===== config.mk =====
export PLATFORM = sky130hd
export DESIGN_NAME = iob_ethoc_cfg_seq
export DESIGN_NICKNAME = d
export VERILOG_FILES = /design/src/rtl/iob_ethoc_cfg_pkg.sv /design/src/rtl/iob_ethoc_cfg_seq.sv
export SDC_FILE = /design/constraint.sdc
export NUM_CORES = 1
export LEC_CHECK = 0
export ABC_AREA = 1
export CORE_ASPECT_RATIO = 1.25
export CORE_MARGIN = 8
export CORE_UTILIZATION = 40
export DETAILED_ROUTE_END_ITERATION = 8
export PLACE_DENSITY = 0.72
export SETUP_SLACK_MARGIN = 0.1
export SYNTH_ARGS = -nofsm -noshare
export SYNTH_HDL_FRONTEND = slang
export SYNTH_SLANG_ARGS = --single-unit

===== constraint.sdc =====
create_clock -name clk_i -period 2.2 [get_ports clk_i]
set_input_delay 0.33 -clock clk_i [delete_from_list [all_inputs] [get_ports clk_i]]
set_output_delay 0.33 -clock clk_i [all_outputs]
set_load 0.05 [all_outputs]

===== src/rtl/iob_ethoc_cfg_pkg.sv =====
// Shared definitions for the Ethernet MAC configuration sequencer:
// FSM states, MAC register word addresses, MODER bit fields and IPGT values.
package iob_ethoc_cfg_pkg;

  typedef enum logic [2:0] {
    S_IDLE,
    S_REQ,
    S_GAP,
    S_DONE,
    S_ERR
  } state_t;

  // MAC register word addresses
  localparam logic [7:0] ADDR_MODER      = 8'h00;
  localparam logic [7:0] ADDR_INT_SOURCE = 8'h01;
  localparam logic [7:0] ADDR_INT_MASK   = 8'h02;
  localparam logic [7:0] ADDR_IPGT       = 8'h03;
  localparam logic [7:0] ADDR_TX_BD_NUM  = 8'h08;
  localparam logic [7:0] ADDR_MAC_ADDR0  = 8'h10;
  localparam logic [7:0] ADDR_MAC_ADDR1  = 8'h11;

  // MODER bit fields
  localparam logic [31:0] MODER_RXEN    = 32'h0000_0001;
  localparam logic [31:0] MODER_TXEN    = 32'h0000_0002;
  localparam logic [31:0] MODER_LOOPBCK = 32'h0000_0080;
  localparam logic [31:0] MODER_FULLD   = 32'h0000_0400;
  localparam logic [31:0] MODER_CRCEN   = 32'h0000_2000;
  localparam logic [31:0] MODER_PAD     = 32'h0000_8000;

  // Back-to-back inter-packet gap for full / half duplex
  localparam logic [31:0] IPGT_FD = 32'h0000_0015;
  localparam logic [31:0] IPGT_HD = 32'h0000_0012;

  // Write-1-clear of every interrupt source
  localparam logic [31:0] INT_CLR_ALL = 32'h0000_007F;

  // Step indices with special handling
  localparam logic [3:0] STEP_READ = 4'd7;
  localparam logic [3:0] STEP_LAST = 4'd8;

  // MODER value with TX/RX still disabled: PAD and CRC always on
  function automatic logic [31:0] moder_base(input logic fd, input logic lb);
    return MODER_PAD | MODER_CRCEN
         | (lb ? MODER_LOOPBCK : 32'h0)
         | (fd ? MODER_FULLD : 32'h0);
  endfunction

endpackage


===== src/rtl/iob_ethoc_cfg_seq.sv =====
// Ethernet MAC configuration sequencer. On an accepted start it issues a
// fixed list of native-bus register accesses to the MAC, checks the station
// address by readback, then enables TX/RX. Status is reported as busy/done/
// error levels plus the step index at which an abort happened.
//
// state  | meaning
// -------+-------------------------------------------------------------
// S_IDLE | after reset, waiting for start_i
// S_REQ  | valid_o high for step_q, waiting for ready_i or timeout
// S_GAP  | mandatory idle cycle between two accesses
// S_DONE | all steps completed, done_o held until next start
// S_ERR  | aborted (timeout or readback mismatch), error_o held
module iob_ethoc_cfg_seq
  import iob_ethoc_cfg_pkg::*;
#(
  parameter int          ADDR_W       = 12,
  parameter int          DATA_W       = 32,
  parameter int          TIMEOUT      = 1024,
  parameter logic [31:0] INT_MASK_VAL = 32'h0000_007F,
  parameter logic [31:0] TX_BD_VAL    = 32'h0000_0040
) (
  input  logic              clk_i,
  input  logic              rst_i,
  input  logic              start_i,
  input  logic [47:0]       mac_addr_i,
  input  logic              full_duplex_i,
  input  logic              loopback_i,
  output logic              valid_o,
  output logic [ADDR_W-1:0] address_o,
  output logic [DATA_W-1:0] wdata_o,
  output logic [3:0]        wstrb_o,
  input  logic [DATA_W-1:0] rdata_i,
  input  logic              ready_i,
  output logic              busy_o,
  output logic              done_o,
  output logic              error_o,
  output logic [3:0]        err_step_o
);

  // Wait counter counts down from TIMEOUT-1; reaching zero without ready_i
  // means valid_o has been held for exactly TIMEOUT cycles.
  localparam int             CNT_W    = (TIMEOUT > 2) ? $clog2(TIMEOUT) : 1;
  localparam logic [CNT_W-1:0] CNT_LOAD = CNT_W'(TIMEOUT - 1);

  state_t           state_q, state_d;
  logic [3:0]       step_q, step_d;
  logic [CNT_W-1:0] cnt_q, cnt_d;
  logic [3:0]       err_step_q, err_step_d;
  logic             cfg_load;
  logic [47:0]      mac_q;
  logic             fd_q;
  logic             lb_q;

  logic [7:0]       step_addr;
  logic [31:0]      step_data;
  logic             step_rd;
  logic [31:0]      moder_b;

  assign moder_b = moder_base(fd_q, lb_q);

  // Step table: register, data and direction for the current step
  always_comb begin
    step_addr = ADDR_MODER;
    step_data = 32'h0;
    step_rd   = 1'b0;
    case (step_q)
      4'd0: begin step_addr = ADDR_MODER;      step_data = moder_b;                    end
      4'd1: begin step_addr = ADDR_INT_SOURCE; step_data = INT_CLR_ALL;                end
      4'd2: begin step_addr = ADDR_INT_MASK;   step_data = INT_MASK_VAL;               end
      4'd3: begin step_addr = ADDR_IPGT;       step_data = fd_q ? IPGT_FD : IPGT_HD;   end
      4'd4: begin step_addr = ADDR_TX_BD_NUM;  step_data = TX_BD_VAL;                  end
      4'd5: begin step_addr = ADDR_MAC_ADDR0;  step_data = mac_q[31:0];                end
      4'd6: begin step_addr = ADDR_MAC_ADDR1;  step_data = {16'h0, mac_q[47:32]};      end
      4'd7: begin step_addr = ADDR_MAC_ADDR0;  step_rd   = 1'b1;                       end
      4'd8: begin step_addr = ADDR_MODER;      step_data = moder_b | MODER_RXEN | MODER_TXEN; end
      default: begin step_addr = ADDR_MODER;   step_data = 32'h0;                      end
    endcase
  end

  // Next-state logic: sequencing, timeout and readback abort
  always_comb begin
    state_d    = state_q;
    step_d     = step_q;
    cnt_d      = cnt_q;
    err_step_d = err_step_q;
    cfg_load   = 1'b0;
    case (state_q)
      S_IDLE, S_DONE, S_ERR: begin
        if (start_i) begin
          state_d    = S_REQ;
          step_d     = 4'd0;
          cnt_d      = CNT_LOAD;
          err_step_d = 4'd0;
          cfg_load   = 1'b1;
        end
      end
      S_REQ: begin
        if (ready_i) begin
          if (step_rd && (rdata_i[31:0] != mac_q[31:0])) begin
            state_d    = S_ERR;
            err_step_d = step_q;
          end else if (step_q == STEP_LAST) begin
            state_d = S_DONE;
          end else begin
            state_d = S_GAP;
            step_d  = step_q + 4'd1;
          end
        end else if (cnt_q == '0) begin
          state_d    = S_ERR;
          err_step_d = step_q;
        end else begin
          cnt_d = cnt_q - 1'b1;
        end
      end
      S_GAP: begin
        state_d = S_REQ;
        cnt_d   = CNT_LOAD;
      end
      default: state_d = S_IDLE;
    endcase
  end

  // State, counters and configuration captured at an accepted start
  always_ff @(posedge clk_i) begin
    if (rst_i) begin
      state_q    <= S_IDLE;
      step_q     <= 4'd0;
      cnt_q      <= '0;
      err_step_q <= 4'd0;
      mac_q      <= 48'h0;
      fd_q       <= 1'b0;
      lb_q       <= 1'b0;
    end else begin
      state_q    <= state_d;
      step_q     <= step_d;
      cnt_q      <= cnt_d;
      err_step_q <= err_step_d;
      if (cfg_load) begin
        mac_q <= mac_addr_i;
        fd_q  <= full_duplex_i;
        lb_q  <= loopback_i;
      end
    end
  end

  // Bus outputs are driven from the step table only while requesting, so
  // they stay constant for the whole valid_o period and are zero otherwise.
  always_comb begin
    valid_o   = (state_q == S_REQ);
    address_o = '0;
    wdata_o   = '0;
    wstrb_o   = 4'h0;
    if (valid_o) begin
      address_o = ADDR_W'(step_addr);
      if (!step_rd) begin
        wdata_o = DATA_W'(step_data);
        wstrb_o = 4'hF;
      end
    end
  end

  assign busy_o     = (state_q == S_REQ) || (state_q == S_GAP);
  assign done_o     = (state_q == S_DONE);
  assign error_o    = (state_q == S_ERR);
  assign err_step_o = err_step_q;

endmodule

==> impl_results.md <==
- Crit end category: output pin
- DR vias/cell: 5.12
- GPL Wtd Cong: 0.880
- Gate Count Post-Synth: 608
- Pre-CTS WS: 0.0140 ns
- Initial core utilization: 0.404
- WL/cell: 16.1 um
- Share of layout cells above drive strength 1: 0.236
- Inserted Clock Buffers: 9
- Worst EP arrival: ~2.0 ns
- DRT Wirelength: 14300 um
- Core area: 9950 um2
- Overflow left after global routing: 0
- Layout Utilization: 0.685
- Clock Skew: 0.00280 ns
- Final Hold Violating Endpoints: 0
- Slowest stage delay, CP: 0.36 ns
- Minimum clock period: 2.35 ns
- Critical Path RT: 1.87 ns
- Max VDD drop: 0.634 mV
- Logic gate share of total power: 0.457
- Syn Area/Cell: ~6.6 um2
- Synth unique cells: 36
- Clock slew at reported path FFs: 0.06 ns
- Critical path launch point type: flip-flop
- Sw Share: 0.399
- TNS Setup: -1.81 ns
- Post-Synthesis Cell Area: about 4000 um2
- Crit-path cells: inv_4 > ha_4 > inv_4 > nor2_4 > nor3_2 > nand3_1 > nand2_4 > buf_12 > a41oi_4 > buf_12
- Row cnt: 41
- Port buffer count: roughly 130
- Die height: 128 um
- Slew headroom: 0.662
- Detail Route Antenna Nets: 0
- Number of global-route vias before repair: 4553
- FMAX: 425 MHz
- RSZ-0062 raised after global routing: true
- Flop pwr share: 0.295
- Worst hold path class: flip-flop to flip-flop
- Synth Register Bits: 71
- Slowest CP cell: dfxtp_4
- Slew @ Worst Pin: a little over 0.5 ns
- Buffers plus inverters on the worst setup path: 4
- Drt first-iter violations: 231
- Die X: around 110 um
- CP top delay family: simple AND/OR/NAND/NOR gates
- Fin nets: 845
- Cell-internal power: 0.00367 W
- First-pass GRT wire length: between 20000 and 25000 um
- Clk buf depth: 2
- Power per cell area: roughly 900 nW/um2
- Leakage: 2.69 nW
- Synth warn: 0
- H-tree levels: 3
- Largest net degree at the start of global routing: 43
- Slew Limit Fails: 0
- Post-DP HPWL: between 10000 and 15000 um
- Worst Slack Setup Final: -0.152 ns
- Sw Pwr: 0.00244 W
- CP max FO: 6
- Tcrit/Tclk final: 1.07
- Finish-stage setup viols: 22
- CTS root buf: clkbuf_16
- Layout filler cell count: slightly below 800
- Crit path kind: flip-flop to output pin
- Maxcap violations: 0
- DRC viols: 0
- P&R area growth vs syn: 69.7%
- CTS tree: built
- Sequential element share of the synthesized area: 0.354
- Total Routing Usage GR: 0.207
- Drt first pass iters: 5
- Vias: roughly 4600
- Clock power share: 0.248
- IO Pins: 142
- Antenna violations before repair: 1
- Outcome: complete, but fails checks
- Die area: around 14000 um2
- Clk Latency, worst-skew pair: 0.33 ns
- Failing checks: setup timing
- Clock sinks: 71
per-layer routing:
| metal | share of wire | up-vias | wire length (um) | track usage |
|---|---|---|---|---|
| met4 | 0.019 | 0 | 273 | 0.0830 |
| met1 | 0.41 | 2158 | 5860 | 0.227 |
| met3 | 0.049 | 22 | 703 | 0.0397 |
| met5 | 0 | - | 0 | 0 |
| met2 | 0.52 | 149 | 7480 | 0.380 |
| li1 | - | 2222 | - | - |
through the flow:
stage,total power [W],instances,hold WS (ns),instance area (um2)
after floorplan,0.00347,615,0.444,4210
after detailed placement,0.00439,862,0.472,6110
after CTS,0.00607,885,0.481,6710
after global routing,0.00644,889,0.517,6820
final,0.00611,889,0.478,6820
after global placement,0.00431,862,0.453,6110
Yosys cell counts (all sizes together):
cell,instances,area (um2)
nor2,143,569
nand2,120,463
dfxtp,71,1420
o21ai,61,309
inv,53,199
a21oi,31,170
buf,25,163
xnor2,24,210
nand3,15,85.1
clkbuf,14,52.6
nor3,14,81.3
a221oi,7,61.3
a31oi,7,43.8
nand4,6,37.5
ha,5,62.6
a211oi,3,22.5
nor3b,2,15.0
xor2,2,17.5
a41oi,1,8.76
conb,1,3.75
nand3b,1,7.51
o221ai,1,8.76
o31ai,1,7.51
tightest hold or removal path, delay by kind of cell (launching register included):
| family | cells | cell delay, ns |
|---|---|---|
| AOI/OAI and AO/OA | 1 | 0.06 |
| DFF | 1 | 0.31 |
| and+or+nand+nor | 1 | 0.06 |
sequential cells by signal, indices dropped and copies added (netlist names):
| register | flops |
|---|---|
| fd_q | 1 |
| mac_q | 48 |
| step_q | 4 |
| err_step_o | 4 |
| lb_q | 1 |
| cnt_q | 10 |
| state_q | 3 |
power groups by stage:
stage | Sequential (W) | Clock (W) | Combinational [W]
global route | 0.00184 | 0.00159 | 0.00302
finish | 0.00180 | 0.00152 | 0.00279
detailed placement | 0.00182 | 0 | 0.00257
global placement | 0.00180 | 0 | 0.00251
CTS | 0.00179 | 0.00154 | 0.00273
floorplan | 0.00184 | 0 | 0.00163
kinds of logic after synthesis:
group | after synthesis | synth area share
simple gates | 301 | 0.313
fa+ha+maj | 5 | 0.0156
buf+inv | 92 | 0.103
compound gates | 112 | 0.157
xor+xnor | 26 | 0.0566
flops | 71 | 0.354
other cells | 1 | 0.000933
repair_timing:
item / 4_1_cts / 5_1_grt
hold buffers: 0 / 0
setup buffers: 6 / 3
gates resized for setup: 49 / 21
setup endpoints to repair: 37 / 33
pin swaps: 12 / 7
gates cloned: 1 / 0
cell usage in the layout (no fill, tap or decap), types with 23 or more instances in the layout:
cell,count
a21oi_1,23
buf_12,44
buf_4,30
clkdlybuf4s50_1,89
dfxtp_1,67
inv_1,44
nand2_1,110
nor2_1,113
nor2_4,24
o21ai_0,53
xnor2_1,24
path summary, 6_finish.rpt:
check | start | slack, ns | depth (start not counted) | to
max | step_q[1] | -0.15 | 10 | wdata_o[6]
min reg2reg | cnt_q[9] | 0.48 | 2 | cnt_q[9]
min | cnt_q[9] | 0.48 | 2 | cnt_q[9]
max reg2reg | cnt_q[0] | 0.32 | 12 | err_step_o[3]
area by class of cell:
| type | instances | area [um2] | area share |
|---|---|---|---|
| Sequential cell | 71 | 1430 | 0.210 |
| Antenna cell | 1 | 2.50 | 0.000367 |
| Clock inverter | 3 | 40.0 | 0.00587 |
| Inverter | 53 | 204 | 0.0299 |
| Clock buffer | 13 | 270 | 0.0396 |
| Multi-Input combinational cell | 452 | 2650 | 0.388 |
| Timing Repair Buffer | 167 | 2060 | 0.302 |
| Tap cell | 129 | 161 | 0.0237 |
(Power assumes the default switching activity.)
